File: src/rtl/doodle_pkg.sv
// Shared types and constants for the score display path.
package doodle_pkg;

  typedef logic [3:0] bcd_digit_t;

  typedef enum logic [1:0] {
    BCD_IDLE,
    BCD_LOAD,
    BCD_SHIFT,
    BCD_COMMIT
  } bcd_state_t;

  localparam logic [19:0] SCORE_SAT = 20'd999999;

endpackage

File: src/rtl/score_bcd_display_bcd_add3.sv
// One double-dabble correction cell: adds 3 to a BCD nibble that is 5 or more.
module bcd_add3
  import doodle_pkg::*;
(
  input  bcd_digit_t din,
  output bcd_digit_t dout
);

  assign dout = (din >= 4'd5) ? din + 4'd3 : din;

endmodule

File: src/rtl/score_bcd_display.sv
// Converts the binary score to BCD once per frame (rising frame_clk), tracks the
// session high score and drives registered display digits with leading-zero blanking.
module score_bcd_display
  import doodle_pkg::*;
#(
  parameter int                 SCORE_W    = 20,
  parameter int                 NUM_DIGITS = 6,
  parameter logic [SCORE_W-1:0] SAT_VALUE  = SCORE_W'(SCORE_SAT)
) (
  input  logic                    Clk,
  input  logic                    Reset,
  input  logic                    frame_clk,
  input  logic [SCORE_W-1:0]      Score,
  input  logic                    show_high,
  output logic [4*NUM_DIGITS-1:0] digits,
  output logic [NUM_DIGITS-1:0]   digit_blank,
  output logic [4*NUM_DIGITS-1:0] hi_digits,
  output logic                    saturated,
  output logic                    busy,
  output logic                    done,
  output bcd_state_t              dbg_state
);

  localparam int BCD_W = 4 * NUM_DIGITS;
  localparam int CNT_W = $clog2(SCORE_W + 1);
  localparam logic [CNT_W-1:0] LAST_SHIFT = CNT_W'(SCORE_W - 1);

  bcd_state_t state_q, state_d;
  logic                  frame_clk_q;
  logic [SCORE_W-1:0]    bin_q, bin_d;
  logic [BCD_W-1:0]      bcd_q, bcd_d;
  logic [CNT_W-1:0]      cnt_q, cnt_d;
  logic                  sat_r_q, sat_r_d;
  logic [BCD_W-1:0]      cur_q, cur_d;
  logic [BCD_W-1:0]      hi_q, hi_d;
  logic                  sat_q, sat_d;
  logic                  done_q, done_d;
  logic [BCD_W-1:0]      digits_q, digits_d;
  logic [NUM_DIGITS-1:0] blank_q, blank_d;

  logic                     start;
  logic                     zero_run;
  logic [BCD_W-1:0]         bcd_adj;
  logic [BCD_W+SCORE_W-1:0] shifted;

  assign start = frame_clk & ~frame_clk_q;

  for (genvar g = 0; g < NUM_DIGITS; g++) begin : g_add3
    bcd_add3 u_add3 (
      .din  (bcd_q[4*g +: 4]),
      .dout (bcd_adj[4*g +: 4])
    );
  end

  assign shifted = {bcd_adj, bin_q} << 1;

  always_comb begin
    state_d = state_q;
    bin_d   = bin_q;
    bcd_d   = bcd_q;
    cnt_d   = cnt_q;
    sat_r_d = sat_r_q;
    cur_d   = cur_q;
    hi_d    = hi_q;
    sat_d   = sat_q;
    done_d  = 1'b0;
    case (state_q)
      BCD_IDLE: begin
        if (start) state_d = BCD_LOAD;
      end
      BCD_LOAD: begin
        sat_r_d = (Score > SAT_VALUE);
        bin_d   = (Score > SAT_VALUE) ? SAT_VALUE : Score;
        bcd_d   = '0;
        cnt_d   = '0;
        state_d = BCD_SHIFT;
      end
      BCD_SHIFT: begin
        bcd_d = shifted[BCD_W+SCORE_W-1:SCORE_W];
        bin_d = shifted[SCORE_W-1:0];
        cnt_d = cnt_q + CNT_W'(1);
        if (cnt_q == LAST_SHIFT) state_d = BCD_COMMIT;
      end
      BCD_COMMIT: begin
        cur_d  = bcd_q;
        sat_d  = sat_r_q;
        done_d = 1'b1;
        // Valid packed BCD orders the same as its raw bits, so a plain compare is digit-wise from the MSD.
        if (bcd_q > hi_q) hi_d = bcd_q;
        state_d = BCD_IDLE;
      end
      default: state_d = BCD_IDLE;
    endcase
  end

  // Mux the next-cycle values so committed digits appear together with done.
  always_comb begin
    digits_d = show_high ? hi_d : cur_d;
    blank_d  = '0;
    zero_run = 1'b1;
    for (int i = NUM_DIGITS - 1; i >= 1; i--) begin
      zero_run   = zero_run & (digits_d[4*i +: 4] == 4'd0);
      blank_d[i] = zero_run;
    end
  end

  always_ff @(posedge Clk or posedge Reset) begin
    if (Reset) begin
      state_q     <= BCD_IDLE;
      frame_clk_q <= 1'b0;
      bin_q       <= '0;
      bcd_q       <= '0;
      cnt_q       <= '0;
      sat_r_q     <= 1'b0;
      cur_q       <= '0;
      hi_q        <= '0;
      sat_q       <= 1'b0;
      done_q      <= 1'b0;
      digits_q    <= '0;
      blank_q     <= {{(NUM_DIGITS-1){1'b1}}, 1'b0};
    end else begin
      state_q     <= state_d;
      frame_clk_q <= frame_clk;
      bin_q       <= bin_d;
      bcd_q       <= bcd_d;
      cnt_q       <= cnt_d;
      sat_r_q     <= sat_r_d;
      cur_q       <= cur_d;
      hi_q        <= hi_d;
      sat_q       <= sat_d;
      done_q      <= done_d;
      digits_q    <= digits_d;
      blank_q     <= blank_d;
    end
  end

  assign digits      = digits_q;
  assign digit_blank = blank_q;
  assign hi_digits   = hi_q;
  assign saturated   = sat_q;
  assign done        = done_q;
  assign busy        = (state_q != BCD_IDLE);
  assign dbg_state   = state_q;

endmodule
File: config.mk
export PLATFORM = sky130hd
export DESIGN_NAME = score_bcd_display
export DESIGN_NICKNAME = d
export VERILOG_FILES = /design/src/rtl/doodle_pkg.sv /design/src/rtl/score_bcd_display_bcd_add3.sv /design/src/rtl/score_bcd_display.sv
export SDC_FILE = /design/constraint.sdc
export NUM_CORES = 1
export LEC_CHECK = 0
export BUFFER_PORTS_ARGS = -buffer_cell sky130_fd_sc_hd__clkbuf_2
export CAP_MARGIN = 30
export CORE_MARGIN = 3
export CORE_UTILIZATION = 55
export DETAILED_ROUTE_END_ITERATION = 7
export PLACE_DENSITY = 0.74
export SETUP_SLACK_MARGIN = 0.4
export SYNTH_ARGS = -nofsm -noshare
export SYNTH_HDL_FRONTEND = slang
export SYNTH_HIERARCHICAL = 1
export SYNTH_SLANG_ARGS = --single-unit
export TNS_END_PERCENT = 20
File: constraint.sdc
create_clock -name Clk -period 6.6 [get_ports Clk]
set_clock_uncertainty 0.05 [all_clocks]
set_input_delay 0.66 -clock Clk [delete_from_list [all_inputs] [get_ports Clk]]
set_output_delay 0.66 -clock Clk [all_outputs]
set_load 0.05 [all_outputs]
======== After elaboration in Yosys (flattened, before gate mapping) ========
Index checks and enable logic that the tools add are counted.
word-level totals
  flip-flop bits (word level) ............. 132
  output and inout bits ................... 59
  word-level logic and storage cells ...... 66
operators by class
  add/sub/neg operators ................... 7
  magnitude comparators ................... 8
  eq/ne operators ......................... 6
  mux-type cells .......................... 18
  bitwise logic cells ..................... 6
  reduce and logical (&&, ||, !) cells .... 9
operators by type and width
  cell                  count
  $mux 24               4
  $pmux 24 s2           1
  $pmux 20 s2           1
  $ge 4x3->1 const B    6
  $gt 24x24->1          1
  $add 4x2->4 const B   5
  $gt 20x20->1 const B  1
  $logic_not 4->1       5
  $mux 20               1
  $mux 4                5
  $pmux 5 s2            1
  $pmux 2 s4            1
  $add 5x1->5 const B   1
  $and 1x1->1           5
  $eq 5x5->1 const B    1
  $eq 2x2->1 const B    2
  $mux 2                2
  $ne 2x2->1 const B    2
  $reduce_bool 2->1     2
  $add 3x2->3 const B   1
  $mux 3                1
  $eq 2x1->1 const B    1
  $logic_not 2->1       1
  $reduce_and 2->1      1
  2 further kinds       2

======== Depth between registers and ports, before layout ========
Gate-level depths: netlist of the first run.
  depth after elaboration ................. 9
  gate-level depth with buffers ........... 14
  gate-level depth less buffers ........... 10

======== Cells and area by module ========
The synthesis of the first run kept the hierarchy.
modules (own cells, without submodules)
  module             times used  cells an instance  area an instance (µm²)
  score_bcd_display  1           566                6,058.3
  bcd_add3           6           16                 101.3

======== Least setup slack after synthesis of the first run ========
No wires, ideal clock.
  path kind ............................... register -> register
  start point ............................. register hi_q[23], in the netlist hi_digits[23]
  end point ............................... register blank_q[1], in the netlist digit_blank[1]
  library setup time ...................... 62 ps
  arrival time ............................ 2,908 ps
  required time ........................... 6,488 ps
  slack ................................... 3,580 ps
  stages on the path, launching flop included .. 12
  buffers on the path ..................... 1
  period minus slack after synthesis ...... 3,020 ps
  cell sequence ........................... dfrtp_1 inv_1 ha_1 nand4_2 nor3_1 a221o_1 o311a_1 buf_6 or3_1 a21boi_2 nor4b_4 and3_1
between the ends
  longest elaborated chain between the ends .. 9
  elaborated cells on any way between the ends .. 13
  classes of those cells .................. 1 x order compare; 3 x mux; 4 x bitwise; 5 x reduce/logical
ends and longest elaborated chain
  what                        RTL line                  RTL
  start: declaration          score_bcd_display.sv:35   logic [BCD_W-1:0] hi_q, hi_d;
  start signal: assignment    score_bcd_display.sv:129  hi_q <= hi_d;
  $gt 24x24->1                score_bcd_display.sv:89   if (bcd_q > hi_q) hi_d = bcd_q;
  $mux 24                     score_bcd_display.sv:89
  $mux 24 *                   score_bcd_display.sv:67   case (state_q)
  $mux 24 *                   score_bcd_display.sv:98   digits_d = show_high ? hi_d : cur_d;
  $logic_not 4->1             score_bcd_display.sv:102  zero_run = zero_run & (digits_d[4*i +: 4] == 4'd0);
  $and 1x1->1 *               score_bcd_display.sv:102
  named net blank_d[4]        score_bcd_display.sv:39   logic [NUM_DIGITS-1:0] blank_q, blank_d;
  $and 1x1->1 *               score_bcd_display.sv:102
  named net blank_d[3]        score_bcd_display.sv:39
  $and 1x1->1 * (2 in a row)  score_bcd_display.sv:102
  named net blank_d[1]        score_bcd_display.sv:39
  end signal: assignment      score_bcd_display.sv:120  blank_q <= {{(NUM_DIGITS-1){1'b1}}, 1'b0};
  end signal: assignment      score_bcd_display.sv:133  blank_q <= blank_d;
  end: declaration            score_bcd_display.sv:39
The timed path passes the listed nets; every way through them passes the cells marked *.
A chain may end at the register's enable or synchronous reset.

======== Final worst setup path of the first run ========
  start point ............................. register bcd_q[23]
  end point ............................... register blank_q[1], in the netlist digit_blank[1]
between the ends
  elaborated cells on any way between the ends .. 14
  classes of those cells .................. 1 x order compare; 4 x mux; 4 x bitwise; 5 x reduce/logical
RTL lines
  what                      RTL line                  RTL
  start: declaration        score_bcd_display.sv:31   logic [BCD_W-1:0] bcd_q, bcd_d;
  start signal: assignment  score_bcd_display.sv:112  bcd_q <= '0;
  start signal: assignment  score_bcd_display.sv:125  bcd_q <= bcd_d;
  $gt 24x24->1              score_bcd_display.sv:89
  $mux 24                   score_bcd_display.sv:89
  $mux 24                   score_bcd_display.sv:67
  named net hi_d[6]         score_bcd_display.sv:35
  $mux 24                   score_bcd_display.sv:98
  named net digits_d[6]     score_bcd_display.sv:38   logic [BCD_W-1:0] digits_q, digits_d;
  $logic_not 4->1           score_bcd_display.sv:102
  $and 1x1->1               score_bcd_display.sv:102
  named net blank_d[1]      score_bcd_display.sv:39
The timed path passes the listed nets, and every way through them passes these cells.

==> results of run 1 <==
[area by class of cell]
| cell class | instances | area (sq um) | area share, % |
|---|---|---|---|
| flip-flops and latches | 132 | 3309 | 42.73 |
| multi-input cells | 429 | 2944 | 38.01 |
| clock buffers | 25 | 505.5 | 6.527 |
| repair buffers | 88 | 498.0 | 6.430 |
| inverters | 69 | 261.5 | 3.376 |
| well taps | 143 | 178.9 | 2.310 |
| clock inverters | 4 | 47.55 | 0.6139 |
[per-layer routing]
metal  global-route usage, %  vias up
li1                        -     2367
met1                   29.73     2372
met2                   35.56       99
met3                   4.804       20
met4                   8.817        0
met5                       0        -
[sequential cells by signal (all words and copies together), names as in the netlist]
register	cells
saturated	1
sat_r_q	1
bin_q	20
hi_digits	24
cnt_q	5
digits	24
digit_blank	5
cur_q	24
frame_clk_q	1
bcd_q	24
done	1
dbg_state	2
[worst register-to-register path: cells and delay by family, from the launching register on]
| kind | cells | cell delay, ns |
|---|---|---|
| and+or+nand+nor | 4 | 1.35 |
| AOI/OAI and AO/OA | 2 | 0.78 |
| muxes | 2 | 0.45 |
| adders and majority gates | 1 | 0.36 |
| DFF | 1 | 0.45 |
| buffers and inverters | 1 | 0.44 |
[through the flow]
step / hold slack [ns] / util [%] / setup WS (ns)
floorplan: 0.4008 / - / 2.372
global placement: 0.4148 / 61.45 / 2.829
detailed placement: 0.4294 / 61.93 / 2.733
CTS: 0.2512 / 66.69 / 2.710
global route: 0.2771 / 66.69 / 2.452
finish: 0.2265 / 66.69 / 2.680
[worst max-delay path by stage]
stage | from | end | cells past startpoint
after global placement | bcd_q[23]$_DFFE_PP0P_ | digit_blank[1]$_DFF_PP1_ | 10
final | bcd_q[23]$_DFFE_PP0P_ | digit_blank[1]$_DFF_PP1_ | 10
after CTS | bcd_q[23]$_DFFE_PP0P_ | digit_blank[1]$_DFF_PP1_ | 10
after global routing | bcd_q[23]$_DFFE_PP0P_ | digit_blank[1]$_DFF_PP1_ | 10
after detailed placement | bcd_q[23]$_DFFE_PP0P_ | digit_blank[1]$_DFF_PP1_ | 10
after floorplan | Reset | bcd_q[0]$_DFFE_PP0P_ | 1
[power by group through the flow]
| stage | registers [uW] | logic (uW) | clock network, uW |
|---|---|---|---|
| 5_1_grt | 1040 | 934 | 931 |
| 6_report | 1020 | 855 | 881 |
| 3_3_place_gp | 1030 | 812 | 0 |
| 3_5_place_dp | 1040 | 855 | 0 |
| 4_1_cts | 1020 | 860 | 895 |
| 2_1_floorplan | 1160 | 513 | 0 |
==> flow_summary.json, run 1 <==
{
  "worst_r2r_startpoint": "bcd_q[23]$_DFFE_PP0P_",
  "synth.avg_cell_area_sq_um": 10.10,
  "placedCellCount": 861,
  "route.layer.met1.wl_mm": 6.391,
  "final_antenna_net_count": 0,
  "share_of_total_power_in_sequential_cells_pct": 37.1,
  "p_int_uw": 1786,
  "crit_fanout": 24,
  "max-slew-margin-rel_pct": 38.52,
  "design.final.nets": 802,
  "place_hpwl_mm": 9.657,
  "globalRouteTotalUtil_pct": 22.24,
  "cp_capture_type": "flop",
  "placed_area_sq_um": 7192,
  "peakVddDrop_uv": 240.3,
  "crit_required_ns": 6.91,
  "met3_wirelength_microns": 535,
  "hold_violations": 0,
  "max-clock-path-buffers": 2,
  "leakagePower_uw": 0.003757,
  "r2r_setup_slack_ns": 2.68,
  "htree_levels": 4,
  "finalWeightedCongestion": 0.8507,
  "setup_viol": 0,
  "mappedNetlistNets": 723,
  "timing.final.max_slew_violations": 0,
  "crit_buf_inv": 1,
  "final_non_filler_cell_total": 890,
  "synthesis.area_sq_um": 6646,
  "class_of_the_most_critical_hold_timing_path": "in -> async",
  "netSwitchingPower_uw": 971.5,
  "power.density_cell_area_nw_per_um2": 356.1,
  "overflow": 0,
  "die_height_microns": 115.9,
  "share_comb_of_total_power_pct": 31.0,
  "rr_worst_depth": 10,
  "clk_lat_worst_skew_ns": 0.42,
  "critical_path.slowest_cell": "sky130_fd_sc_hd__o311a_1",
  "p_sw_share_pct": 35.23,
  "fin_crit_sh_pct": 59.39,
  "report.power.total_uw": 2758,
  "tritoncts_num_sinks": 132,
  "cts_tree": "yes",
  "grt_setup_unrepaired": "no",
  "port_buffers": 81,
  "grt_antenna_before_repair": 0,
  "min_period_ns": 3.920,
  "layout_common_cells": "sky130_fd_sc_hd__dfrtp_1 (127), sky130_fd_sc_hd__nand2_1 (85), sky130_fd_sc_hd__clkbuf_2 (81), sky130_fd_sc_hd__inv_1 (68), sky130_fd_sc_hd__o21ai_0 (62)",
  "start_kind": "flop",
  "core.rowCount": 39,
  "cts-root-buf": "sky130_fd_sc_hd__clkbuf_16",
  "wire_length_of_the_first_global_routing_pass_mm": 23.49,
  "core_area_sq_um": 11610,
  "flow.area_growth_from_synthesis_pct": 16.53,
  "critical_path_arrival_ns": 4.23,
  "number_of_cells_produced_by_synthesis": 658,
  "rr_endpoint": "digit_blank[1]$_DFF_PP1_",
  "cts-buffers-inserted": 17,
  "route.detailed.vias_per_inst": 5.458,
  "fin_setup_tns_ns": 0,
  "finalWirelength_mm": 13.98,
  "drtPass1Iterations": 4,
  "timing.max_cap.violations": 0,
  "fmaxAchievable_mhz": 255.1,
  "ios": 83,
  "maxUsedRoutingLayer": "met4",
  "wl_per_cell_microns": 15.71,
  "critPathKind": "reg -> reg",
  "grt_start_max_net_pins": 67,
  "grt_pass1_vias": 4887,
  "dieWidth_microns": 115.9,
  "post_cts.repair.setup_buffers": 0,
  "worst-slew-pin-transition_ns": 0.9188,
  "vias": 4858,
  "cts.repair.resized": 0,
  "finish.instance_area_sq_um": 7745,
  "ys_warn_count": 6,
  "critPathMaxStageDelay_ns": 0.61,
  "critical_path.top_delay_family": "simple AND/OR/NAND/NOR gates",
  "p_clk_share_pct": 31.9,
  "wl_met2_mm": 6.846,
  "final.fill_count": 916,
  "final_layout_size_suffix_gt1_share_pct": 24.50,
  "num_antenna_cells": 0,
  "drc": 0,
  "clk_pin_slew_ns": 0.06,
  "cp_cell_sequence": "ha_1 > nand4_2 > nor4_2 > o21a_1 > o311a_1 > buf_4 > mux2i_1 > mux2_2 > nor4_1 > and3_1",
  "floorplan.die_area_sq_um": 13440,
  "leading_cell_type_in_the_layout_fill_and_taps_excluded": "sky130_fd_sc_hd__dfrtp_1",
  "run_status": "completed",
  "cts_hold_buffers": 0,
  "drt_iter0_drc": 249,
  "initial_core_util_pct": 57.23
}
No activity file was read; power rests on OpenSTA's default activity.
==> run 2: changes to the inputs <==
--- a/config.mk
+++ b/config.mk
@@ -8,9 +8,9 @@
 export BUFFER_PORTS_ARGS = -buffer_cell sky130_fd_sc_hd__clkbuf_2
 export CAP_MARGIN = 30
 export CORE_MARGIN = 3
-export CORE_UTILIZATION = 55
+export CORE_UTILIZATION = 53
 export DETAILED_ROUTE_END_ITERATION = 7
-export PLACE_DENSITY = 0.74
+export PLACE_DENSITY = 0.75
 export SETUP_SLACK_MARGIN = 0.4
 export SYNTH_ARGS = -nofsm -noshare
 export SYNTH_HDL_FRONTEND = slang
==> constraint.sdc (replaced) <==
create_clock -name Clk -period 3.17 [get_ports Clk]
set_clock_uncertainty 0.05 [all_clocks]
set_input_delay 0.317 -clock Clk [delete_from_list [all_inputs] [get_ports Clk]]
set_output_delay 0.317 -clock Clk [all_outputs]
set_load 0.05 [all_outputs]
==> flow_summary.json, run 2 (synthesized netlist as in run 1, its figures left out) <==
{
  "htree_levels": 4,
  "class_of_the_most_critical_hold_timing_path": "in -> reg",
  "max-slew-margin-rel_pct": 41.21,
  "p_sw_share_pct": 34.72,
  "peakVddDrop_uv": 394.8,
  "floorplan.die_area_sq_um": 13920,
  "flow.area_growth_from_synthesis_pct": 28.07,
  "wire_length_of_the_first_global_routing_pass_mm": 27.02,
  "core_area_sq_um": 12110,
  "grt_pass1_vias": 5555,
  "critPathKind": "reg -> reg",
  "die_height_microns": 118.0,
  "critical_path_arrival_ns": 3.38,
  "clk_lat_worst_skew_ns": 0.42,
  "final.fill_count": 846,
  "finalWirelength_mm": 16.90,
  "netSwitchingPower_uw": 2084,
  "core.rowCount": 40,
  "wl_met2_mm": 8.501,
  "p_clk_share_pct": 33.2,
  "fmaxAchievable_mhz": 321.7,
  "run_status": "completed",
  "report.power.total_uw": 6003,
  "power.density_cell_area_nw_per_um2": 705.3,
  "start_kind": "flop",
  "r2r_setup_slack_ns": 0.06,
  "vias": 5277,
  "share_comb_of_total_power_pct": 31.4,
  "drtPass1Iterations": 6,
  "dieWidth_microns": 118.0,
  "design.final.nets": 849,
  "fin_setup_tns_ns": 0,
  "max-clock-path-buffers": 2,
  "cts_tree": "yes",
  "grt_start_max_net_pins": 54,
  "cts-root-buf": "sky130_fd_sc_hd__clkbuf_16",
  "tritoncts_num_sinks": 132,
  "grt_setup_unrepaired": "yes",
  "port_buffers": 81,
  "overflow": 0,
  "crit_required_ns": 3.44,
  "timing.max_cap.violations": 0,
  "p_int_uw": 3919,
  "drc": 0,
  "maxUsedRoutingLayer": "met4",
  "fin_crit_sh_pct": 98.06,
  "route.layer.met1.wl_mm": 6.891,
  "cts-buffers-inserted": 17,
  "cp_capture_type": "flop",
  "leading_cell_type_in_the_layout_fill_and_taps_excluded": "sky130_fd_sc_hd__dfrtp_1",
  "share_of_total_power_in_sequential_cells_pct": 35.5,
  "hold_violations": 0,
  "ios": 83,
  "layout_common_cells": "sky130_fd_sc_hd__dfrtp_1 (123), sky130_fd_sc_hd__nand2_1 (83), sky130_fd_sc_hd__clkbuf_2 (81), sky130_fd_sc_hd__inv_1 (61), sky130_fd_sc_hd__o21ai_0 (58)",
  "final_antenna_net_count": 0,
  "timing.hold.ws_ns": 0.1177,
  "wl_per_cell_microns": 17.51,
  "timing.final.max_slew_violations": 0,
  "leakagePower_uw": 0.004053,
  "crit_fanout": 17,
  "grt_antenna_before_repair": 0,
  "route.detailed.vias_per_inst": 5.468,
  "setup_slack_ns": 0.06151,
  "globalRouteTotalUtil_pct": 24.12,
  "setup_viol": 0,
  "drt_iter0_drc": 435,
  "finalWeightedCongestion": 0.8564,
  "final_non_filler_cell_total": 965,
  "dp_worst_setup_slack_ns": 0.04774,
  "initial_core_util_pct": 54.88,
  "min_period_ns": 3.108,
  "clk_pin_slew_ns": 0.05,
  "met3_wirelength_microns": 927,
  "final_layout_size_suffix_gt1_share_pct": 32.75,
  "place_hpwl_mm": 10.33,
  "placedCellCount": 906,
  "num_antenna_cells": 0,
  "worst-slew-pin-transition_ns": 0.8786
}
run 2: final timing paths:
kind                                              start                       end  depth (start not counted)
min in group asynchronous                         Reset       cur_q[20]$_DFF_PP0_                          3
worst min register to register     cnt_q[4]$_DFFE_PP0P_      cnt_q[4]$_DFFE_PP0P_                          1
worst min-delay path                           Score[0]      bin_q[0]$_DFFE_PP0P_                          3
max in group asynchronous                         Reset  digit_blank[2]$_DFF_PP1_                          5
worst max register to register  hi_digits[14]$_DFF_PP0_      digits[16]$_DFF_PP0_                         13
worst max-delay path            hi_digits[14]$_DFF_PP0_      digits[16]$_DFF_PP0_                         13
run 2: power by group through the flow:
stage	clock network (uW)	logic, uW	registers [uW]
finish	1990	1880	2130
global route	2090	2040	2160
CTS	2010	1840	2120
detailed placement	0	1810	2150
global placement	0	1760	2130
floorplan	0	1070	2420
run 2: what timing repair did:
item | in CTS | in global routing
cloned | 1 | 0
setup endpoints to repair | 7 | 24
endpoints found under the hold margin | 1 | 5
pin swaps | 10 | 13
gates resized for setup | 25 | 32
hold buffers | 1 | 1
setup buffers | 12 | 11
run 2: critical path, stage by stage (launching register included):
cell and delay, ns:
sky130_fd_sc_hd__dfrtp_1 0.37, sky130_fd_sc_hd__inv_1 0.09, sky130_fd_sc_hd__ha_1 0.32, sky130_fd_sc_hd__nand4_1 0.20, sky130_fd_sc_hd__nor3_1 0.11, sky130_fd_sc_hd__a221o_1 0.36
sky130_fd_sc_hd__o311a_4 0.36, sky130_fd_sc_hd__buf_6 0.16, sky130_fd_sc_hd__buf_6 0.13, sky130_fd_sc_hd__buf_4 0.14, sky130_fd_sc_hd__buf_12 0.14, sky130_fd_sc_hd__o21ai_1 0.25
sky130_fd_sc_hd__nor2_1 0.13, sky130_fd_sc_hd__nor2_1 0.20
run 2: layer usage:
layer	vias up	global-route usage, %
met3	53	5.142
li1	2473	-
met1	2579	29.91
met2	172	40.39
met5	-	0
met4	0	11.36
run 2: cell type report:
cell class	instances	area (sq um)	area share, %
inverter	69	262.8	3.087
timing repair buffer	135	929.6	10.92
multi-input combinational	429	3191	37.48
clock buffer	30	544.3	6.394
tap	168	210.2	2.470
sequential	132	3314	38.94
clock inverter	2	60.06	0.7056
run 2: per-stage QoR:
stage	util (%)	cell area, sq um
final	70.28	8512
after global routing	70.28	8512
after CTS	68.03	8239
after detailed placement	60.87	7372
after global placement	60.87	7372
after floorplan	-	6650
==> run 3: changes to the inputs <==
--- a/config.mk
+++ b/config.mk
@@ -10,8 +10,9 @@
 export CORE_MARGIN = 3
 export CORE_UTILIZATION = 53
 export DETAILED_ROUTE_END_ITERATION = 7
+export HOLD_SLACK_MARGIN = 0.12
 export PLACE_DENSITY = 0.75
-export SETUP_SLACK_MARGIN = 0.4
+export SETUP_SLACK_MARGIN = 0.05
 export SYNTH_ARGS = -nofsm -noshare
 export SYNTH_HDL_FRONTEND = slang
 export SYNTH_HIERARCHICAL = 1
==> flow_summary.json, run 3 (synthesized netlist as in run 1, its figures left out) <==
{
  "worst_r2r_startpoint": "dbg_state[1]$_DFFE_PP0P_",
  "critPathKind": "reg -> reg",
  "grt_start_max_net_pins": 54,
  "timing.max_cap.violations": 0,
  "peakVddDrop_uv": 397.0,
  "vias": 5013,
  "wire_length_of_the_first_global_routing_pass_mm": 25.54,
  "wl_per_cell_microns": 15.99,
  "fin_crit_sh_pct": 97.98,
  "htree_levels": 4,
  "cp_dominant_cell_by_count": "sky130_fd_sc_hd__mux2_2",
  "clk_lat_worst_skew_ns": 0.42,
  "fmaxAchievable_mhz": 322.0,
  "setup_slack_ns": 0.06415,
  "dieWidth_microns": 118.0,
  "port_buffers": 81,
  "timing.final.max_slew_violations": 0,
  "cts-buffers-inserted": 17,
  "report.power.total_uw": 5942,
  "holdCritStartpoint": "Score[17]",
  "design.final.nets": 829,
  "num_antenna_cells": 0,
  "critical_path_arrival_ns": 3.41,
  "register_area_sq_um": 3313,
  "min_period_ns": 3.106,
  "clk_pin_slew_ns": 0.05,
  "initial_core_util_pct": 54.88,
  "finalWirelength_mm": 15.11,
  "ios": 83,
  "route.detailed.vias_per_inst": 5.305,
  "rr_endpoint": "digit_blank[1]$_DFF_PP1_",
  "run_status": "completed",
  "tritoncts_num_sinks": 132,
  "grt_antenna_before_repair": 0,
  "crit_required_ns": 3.48,
  "overflow": 0,
  "setup_viol": 0,
  "class_of_the_most_critical_hold_timing_path": "in -> reg",
  "place_hpwl_mm": 10.33,
  "critPathMaxStageDelay_ns": 0.41,
  "final.fill_count": 912,
  "timing.hold.ws_ns": 0.1647,
  "finalWeightedCongestion": 0.8564,
  "r2r_setup_slack_ns": 0.06,
  "core_area_sq_um": 12110,
  "multiInputGateArea_sq_um": 3003,
  "power.density_cell_area_nw_per_um2": 731.9,
  "cts_tree": "yes",
  "flow.area_growth_from_synthesis_pct": 22.16,
  "cp_capture_type": "flop",
  "floorplan.die_area_sq_um": 13920,
  "cp_cell_sequence": "ha_1 > mux2_2 > nor3_1 > a31oi_1 > a2111oi_0 > buf_4 > mux2_2 > a21boi_2 > nor4b_4 > and3_1",
  "final_non_filler_cell_total": 945,
  "cts-root-buf": "sky130_fd_sc_hd__clkbuf_16",
  "worst-slew-pin-transition_ns": 0.8747,
  "dp_worst_setup_slack_ns": 0.04774,
  "drt_iter0_drc": 333,
  "die_height_microns": 118.0,
  "core.rowCount": 40,
  "max-slew-margin-rel_pct": 41.47,
  "min_delay_path_depth": 3,
  "drc": 0,
  "rr_worst_depth": 10,
  "leading_cell_type_in_the_layout_fill_and_taps_excluded": "sky130_fd_sc_hd__dfrtp_1",
  "leakagePower_uw": 0.003913,
  "critical_path.slowest_cell": "sky130_fd_sc_hd__a2111oi_0",
  "placedCellCount": 906,
  "fin_setup_tns_ns": 0,
  "globalRouteTotalUtil_pct": 22.69,
  "cp-startpoint": "dbg_state[1]$_DFFE_PP0P_",
  "max-clock-path-buffers": 2,
  "crit_fanout": 7,
  "final_layout_size_suffix_gt1_share_pct": 27.54,
  "grt_pass1_vias": 5313,
  "drtPass1Iterations": 4,
  "start_kind": "flop",
  "hold_violations": 0,
  "final_antenna_net_count": 0,
  "layout_common_cells": "sky130_fd_sc_hd__dfrtp_1 (124), sky130_fd_sc_hd__nand2_1 (85), sky130_fd_sc_hd__clkbuf_2 (81), sky130_fd_sc_hd__inv_1 (68), sky130_fd_sc_hd__o21ai_0 (62)",
  "timing.hold.worst_endpoint": "bin_q[17]$_DFFE_PP0P_"
}
[run 3: cell count changes in the layout (fill, tap and decap cells not counted), moves of 2 or more]
cell,previous run,this run
sky130_fd_sc_hd__buf_12,6,4
sky130_fd_sc_hd__buf_4,41,25
sky130_fd_sc_hd__ha_1,28,38
sky130_fd_sc_hd__ha_4,12,2
sky130_fd_sc_hd__inv_1,61,68
sky130_fd_sc_hd__inv_2,7,0
sky130_fd_sc_hd__mux2_2,44,47
sky130_fd_sc_hd__mux2_4,6,3
sky130_fd_sc_hd__nand2_1,83,85
sky130_fd_sc_hd__nand2_2,2,0
sky130_fd_sc_hd__o21ai_0,58,62
sky130_fd_sc_hd__o21ai_1,9,6
[run 3: what timing repair did]
item	4_1_cts	5_1_grt
buffers inserted	0	3
pin swaps	0	5
cloned	0	0
setup endpoints to repair	1	3
hold buffers	3	0
endpoints found under the hold margin	41	0
gates resized for setup	1	10
[run 3: worst max-delay path: cells and delay by family (launching register included)]
kind / cells / cell delay (ns)
and+or+nand+nor: 3 / 0.73
AOI/OAI and AO/OA: 3 / 0.71
muxes: 2 / 0.56
DFF: 1 / 0.39
adders and majority gates: 1 / 0.38
buffers and inverters: 1 / 0.21
[run 3: where the power goes]
part	internal [uW]	leakage (uW)	switching, uW
sequential	1980	0.00169	145
clock	1310	0.000295	677
combinational	608	0.00193	1230
[run 3: final cells by class]
cell class                      count  area share [%]
Sequential cell                   132           40.81
Multi-Input combinational cell    429           36.99
Timing Repair Buffer              115           8.938
Clock buffer                       30           6.704
Inverter                           69           3.236
Tap cell                          168           2.589
Clock inverter                      2          0.7397
[run 3: how the worst max path moves through the flow]
stage,slack (ns),endpoint,cells after the start
4_1_cts,0.09,digit_blank[1]$_DFF_PP1_,12
6_report,0.06,digit_blank[1]$_DFF_PP1_,10
3_5_place_dp,0.05,digit_blank[1]$_DFF_PP1_,11
5_1_grt,-0.06,digit_blank[1]$_DFF_PP1_,10
2_1_floorplan,0.15,digit_blank[1]$_DFF_PP1_,11
3_3_place_gp,0.13,digit_blank[1]$_DFF_PP1_,11
[run 3: layer usage]
layer | up-vias | global-route usage [%] | part of all wire [%]
li1 | 2427 | - | -
met1 | 2413 | 28.34 | 43
met2 | 139 | 38.38 | 50
met3 | 34 | 5.142 | 5.0
met4 | 0 | 8.938 | 2.2
met5 | - | 0 | 0
[run 3: per-stage QoR]
step                      utilization (%)  instance area [sq um]
after floorplan                         -                   6650
after global placement              60.87                   7372
after detailed placement            60.87                   7372
after CTS                           66.18                   8015
after global routing                67.04                   8119
final                               67.04                   8119
